$ cat src/rtl/hamm_serial_rx.sv
// UART-style deserialiser for 7-bit Hamming codewords with a one-entry holding register.
// Define HAMM_RX_PARITY_EN to add an even-parity bit after the data and a parity_err pulse.
module hamm_serial_rx #(
   parameter int CLKS_PER_BIT = 16
) (
   input  logic       clk,
   input  logic       rst_n,
   input  logic       sin,
   output logic [6:0] d_hamm,
   output logic       valid,
   input  logic       ready,
   output logic       frame_err,
`ifdef HAMM_RX_PARITY_EN
   output logic       parity_err,
`endif
   output logic       overrun
);

   localparam int HALF_BIT = CLKS_PER_BIT / 2;
   localparam int CNT_W    = $clog2(CLKS_PER_BIT);
   localparam logic [CNT_W-1:0] CNT_LAST = CNT_W'(CLKS_PER_BIT - 1);
   localparam logic [CNT_W-1:0] CNT_HALF = CNT_W'(HALF_BIT - 1);

   typedef enum logic [2:0] {
      IDLE  = 3'd0,
      START = 3'd1,
      DATA  = 3'd2,
`ifdef HAMM_RX_PARITY_EN
      PAR   = 3'd3,
`endif
      STOP  = 3'd4
   } state_t;

   // Handshake: d_hamm is offered while valid=1 and is consumed on any rising edge
   // where valid && ready; ready has no effect while valid=0.
   state_t           state_q, state_d;
   logic [CNT_W-1:0] cnt_q, cnt_d;
   logic [2:0]       bit_idx_q, bit_idx_d;
   logic [6:0]       shreg_q, shreg_d;
   logic [6:0]       d_hamm_q, d_hamm_d;
   logic             valid_q, valid_d;
   logic             frame_err_q, frame_err_d;
   logic             overrun_q, overrun_d;
   logic             sync1_q, sin_s_q;
   logic             bit_tick;
`ifdef HAMM_RX_PARITY_EN
   logic             par_bit_q, par_bit_d;
   logic             parity_err_q, parity_err_d;
`endif

   assign bit_tick = (cnt_q == CNT_LAST);

   always_comb begin
      state_d     = state_q;
      cnt_d       = cnt_q;
      bit_idx_d   = bit_idx_q;
      shreg_d     = shreg_q;
      d_hamm_d    = d_hamm_q;
      valid_d     = valid_q && !ready;
      frame_err_d = 1'b0;
      overrun_d   = overrun_q;
`ifdef HAMM_RX_PARITY_EN
      par_bit_d    = par_bit_q;
      parity_err_d = 1'b0;
`endif
      case (state_q)
         IDLE: begin
            if (!sin_s_q) begin
               state_d = START;
               cnt_d   = '0;
            end
         end
         START: begin
            // Re-check the line at mid start bit to reject glitches.
            if (cnt_q == CNT_HALF) begin
               cnt_d     = '0;
               bit_idx_d = 3'd0;
               state_d   = sin_s_q ? IDLE : DATA;
            end else begin
               cnt_d = cnt_q + 1'b1;
            end
         end
         DATA: begin
            if (bit_tick) begin
               cnt_d = '0;
               for (int i = 0; i < 7; i++) begin
                  if (bit_idx_q == 3'(i)) shreg_d[i] = sin_s_q;
               end
               bit_idx_d = bit_idx_q + 3'd1;
               if (bit_idx_q == 3'd6) begin
`ifdef HAMM_RX_PARITY_EN
                  state_d = PAR;
`else
                  state_d = STOP;
`endif
               end
            end else begin
               cnt_d = cnt_q + 1'b1;
            end
         end
`ifdef HAMM_RX_PARITY_EN
         PAR: begin
            if (bit_tick) begin
               cnt_d     = '0;
               par_bit_d = sin_s_q;
               state_d   = STOP;
            end else begin
               cnt_d = cnt_q + 1'b1;
            end
         end
`endif
         STOP: begin
            if (bit_tick) begin
               cnt_d   = '0;
               state_d = IDLE;
               // Framing error outranks parity; either one discards the frame.
               if (!sin_s_q) begin
                  frame_err_d = 1'b1;
               end
`ifdef HAMM_RX_PARITY_EN
               else if ((^shreg_q) ^ par_bit_q) begin
                  parity_err_d = 1'b1;
               end
`endif
               else if (!valid_q || ready) begin
                  d_hamm_d = shreg_q;
                  valid_d  = 1'b1;
               end else begin
                  overrun_d = 1'b1;
               end
            end else begin
               cnt_d = cnt_q + 1'b1;
            end
         end
         default: begin
            state_d = IDLE;
            cnt_d   = '0;
         end
      endcase
   end

   always_ff @(posedge clk) begin
      if (!rst_n) begin
         sync1_q     <= 1'b1;
         sin_s_q     <= 1'b1;
         state_q     <= IDLE;
         cnt_q       <= '0;
         bit_idx_q   <= 3'd0;
         shreg_q     <= 7'd0;
         d_hamm_q    <= 7'd0;
         valid_q     <= 1'b0;
         frame_err_q <= 1'b0;
         overrun_q   <= 1'b0;
`ifdef HAMM_RX_PARITY_EN
         par_bit_q    <= 1'b0;
         parity_err_q <= 1'b0;
`endif
      end else begin
         sync1_q     <= sin;
         sin_s_q     <= sync1_q;
         state_q     <= state_d;
         cnt_q       <= cnt_d;
         bit_idx_q   <= bit_idx_d;
         shreg_q     <= shreg_d;
         d_hamm_q    <= d_hamm_d;
         valid_q     <= valid_d;
         frame_err_q <= frame_err_d;
         overrun_q   <= overrun_d;
`ifdef HAMM_RX_PARITY_EN
         par_bit_q    <= par_bit_d;
         parity_err_q <= parity_err_d;
`endif
      end
   end

   assign d_hamm    = d_hamm_q;
   assign valid     = valid_q;
   assign frame_err = frame_err_q;
   assign overrun   = overrun_q;
`ifdef HAMM_RX_PARITY_EN
   assign parity_err = parity_err_q;
`endif

endmodule

$ cat config.mk
export PLATFORM = sky130hd
export DESIGN_NAME = hamm_serial_rx
export DESIGN_NICKNAME = d
export VERILOG_FILES = /design/src/rtl/hamm_serial_rx.sv
export SDC_FILE = /design/constraint.sdc
export NUM_CORES = 1
export LEC_CHECK = 0
export ABC_AREA = 1
export BUFFER_PORTS_ARGS = -buffer_cell sky130_fd_sc_hd__buf_2
export CAP_MARGIN = 20
export CORE_MARGIN = 4
export CORE_UTILIZATION = 25
export CTS_CLUSTER_DIAMETER = 150
export CTS_CLUSTER_SIZE = 16
export DETAILED_ROUTE_END_ITERATION = 8
export SLEW_MARGIN = 20
export SYNTH_ARGS = -nofsm -noshare
export SYNTH_HDL_FRONTEND = slang
export SYNTH_SLANG_ARGS = --single-unit
$ cat constraint.sdc
create_clock -name clk -period 1.8 [get_ports clk]
set_clock_uncertainty 0.1 [all_clocks]
set_input_delay 0.36 -clock clk [delete_from_list [all_inputs] [get_ports clk]]
set_output_delay 0.36 -clock clk [all_outputs]
set_load 0.005 [all_outputs]
==> impl_metrics.toml <==
[floorplan]
core_area_um2 = 5270
num_rows = 26
fp.dieW_um = 82.7
initial_core_util_pct = 26.4
die_y_um = 82.7
ioPinCount = 14
die_area_um2 = 6830

[clock_tree]
clkSinkCount = 29
clock_path_buffers = 2
clock-root-buffer = "clkbuf_8"
cts_made_buffers = 5
h-tree-depth = 2
cts_hold_buf = 0
cts_tree = "yes"
clkLatencyLatePin_ns = 0.27
cts.reportedPaths.clkPinSlew_ns = 0.06

[routing]
drt_iter0_markers = 40
dr.pass1.iters = 4
drc = 0
postRouteAntennaNets = 0
via_per_inst = 4.33
vias = 1183
wl_um = 2790
detail_route.wl_per_cell_um = 10.2

[logic_synthesis]
yosys_register_bits = 29
yosysWarnings = 0
netlist.area_leader.share_pct = 41.7
post_synth_instance_area_um2 = 1390
ys_top_cells_by_count = "nor2_1, dfxtp_1, nand2_1"
synth_top_area_cell = "dfxtp_1"
synth_edf_count = 0
avgSynthCellArea_um2 = 7.53
synthArstFlopShare_pct = 0
syn_inst = 185
synthTopCellsByArea = "dfxtp_1, nor2_1, nand2_1"
ys_seq_area_share_pct = 41.7
ys.flop_type = "dfxtp_1"
yosysMostFrequentCell = "nor2_1"
synth_nets = 195
synth_cell_type_count = 25

[pwr]
leakagePower_nw = 0.754
ir_worst_vdd_uv = 294
power.density_nw_per_um2 = 988

[worst_setup_path]
rrSetupSlack_ns = 0.17
crit_type = "reg -> reg"
reg2reg_from = "cnt_q[1]$_SDFFE_PN0P_"
worst_ep_arrival_time_ns = 1.68
start_kind = "flip-flop"
crit_fanout = 16
critPathCaptureType = "flip-flop"
r2r_end = "shreg_q[6]$_SDFFE_PN0P_"
worstPathRequired_ns = 1.85
reg2regPathDepth = 8

[timing]
rsz0062_at_grt = "no"
hold_viol = 0
maxSlewViolCount = 0
fin_crit_sh_pct = 90.6
tightest_slew_ns = 0.434
tns_ns = 0
relSlewSlack_pct = 71.1
max_freq_mhz = 613
min_period_ns = 1.63
setup_violations = 0

[cells_and_area]
fin_nets = 213
area_delta_synth_final_pct = 16.5
post_route_cells_drive_above_1_share_pct = 20.2
fillers = 600
fin_cells = 273
n_antenna_cell = 0

[job]
drv_cap = 0

[place]
dp_hpwl_um = 2040
port_buffers = 13
place_inst = 265
gp_congestion = 0.827

[global_route]
grt_max_degree = 18
grt_pass1_vias = 1116
grt_pass1_wl_um = 5060
grt_usage_pct = 9.72
grt_overflow_total = 0
antenna_found_initial = 0

[worst_hold_path]
min_path_cells = 2
holdCritPathClass = "in -> reg"
min_to = "sync1_q$_SDFF_PN1_"
worstHoldStart = "sin"

[run_status]
status = "completed"
## metrics by stage
| step | utilization [%] | hold slack, ns | total power [mW] | instance area [um2] | worst slack, ns |
|---|---|---|---|---|---|
| floorplan | - | 0.292 | 1.01 | 1390 | 0.342 |
| detailed placement | 29.0 | 0.300 | 1.09 | 1530 | 0.161 |
| CTS | 30.7 | 0.164 | 1.62 | 1620 | 0.134 |
| global route | 30.8 | 0.150 | 1.73 | 1620 | 0.0107 |
| global placement | 29.0 | 0.296 | 1.09 | 1530 | 0.178 |
| finish | 30.8 | 0.168 | 1.60 | 1620 | 0.170 |
## cell families after synthesis
logic type | count (synthesis) | share of synthesized area [%]
simple gates | 90 | 31.7
buf+inv | 29 | 8.98
compound gates | 31 | 12.3
flops | 29 | 41.7
fa+ha+maj | 6 | 5.39
## report_power, final
part	internal [mW]	leakage, nW	switching [mW]
clock network	0.302	0.0443	0.226
registers	0.677	0.235	0.0381
logic	0.119	0.474	0.242
total	1.10	0.754	0.506
## routing by layer
metal	global-route usage, %	routed length [um]
met5	0	0
met2	14.3	1160
met3	3.69	129
met1	12.7	1460
met4	3.92	33
## cells in the final DEF (no fill, tap or decap)
cell / n
clkbuf_1: 1
inv_1: 20
buf_4: 3
nor4_1: 1
nand4_1: 3
nor2_4: 2
or2_2: 2
inv_4: 1
o21ai_1: 6
a21oi_2: 3
dfxtp_1: 28
o21ai_0: 10
a31oi_1: 4
a21oi_1: 8
nand3_1: 13
nand2_2: 1
nand2_1: 29
nand3_2: 3
clkbuf_8: 6
dfxtp_2: 1
inv_2: 3
nor2_1: 33
nand4_4: 1
nor2_8: 1
buf_2: 13
ha_1: 6
nor2_2: 1
## flip-flops by register name (all words and copies together), names as in the netlist
register,cells
d_hamm,7
bit_idx_q,3
valid,1
overrun,1
sync1_q,1
cnt_q,4
sin_s_q,1
frame_err,1
state_q,3
shreg_q,7
## area by class of cell
type                       instances  area (um2)  area share (%)
multi-input combinational        127         688            42.4
clock buffer                       7        86.3            5.32
timing repair buffer              16        87.6            5.39
inverter                          24        92.6            5.70
tap                               70        87.6            5.39
sequential                        29         582            35.8
## worst max path at each step
stage,startpoint,to,slack (ns),cells after the start
2_1_floorplan,cnt_q[0]$_SDFFE_PN0P_,shreg_q[3]$_SDFFE_PN0P_,0.34,9
3_3_place_gp,cnt_q[0]$_SDFFE_PN0P_,d_hamm[5]$_SDFFE_PN0P_,0.18,8
3_5_place_dp,cnt_q[0]$_SDFFE_PN0P_,d_hamm[5]$_SDFFE_PN0P_,0.16,8
4_1_cts,cnt_q[0]$_SDFFE_PN0P_,d_hamm[5]$_SDFFE_PN0P_,0.13,8
5_1_grt,cnt_q[1]$_SDFFE_PN0P_,d_hamm[5]$_SDFFE_PN0P_,0.01,8
6_report,cnt_q[1]$_SDFFE_PN0P_,shreg_q[6]$_SDFFE_PN0P_,0.17,8
## critical path, stage by stage, from the launching register on
cell and delay (ns):
dfxtp_1 0.37, ha_1 0.20, nand2_2 0.09, nor2_4 0.15, inv_4 0.08, nor2_8 0.22
nand3_1 0.14, nand2_1 0.10, a21oi_2 0.05
## what timing repair did
item	4_1_cts	5_1_grt
endpoints found under the setup margin	0	13
gates resized for setup	0	1
setup buffers	0	1
Power figures use the tool's default switching activity.
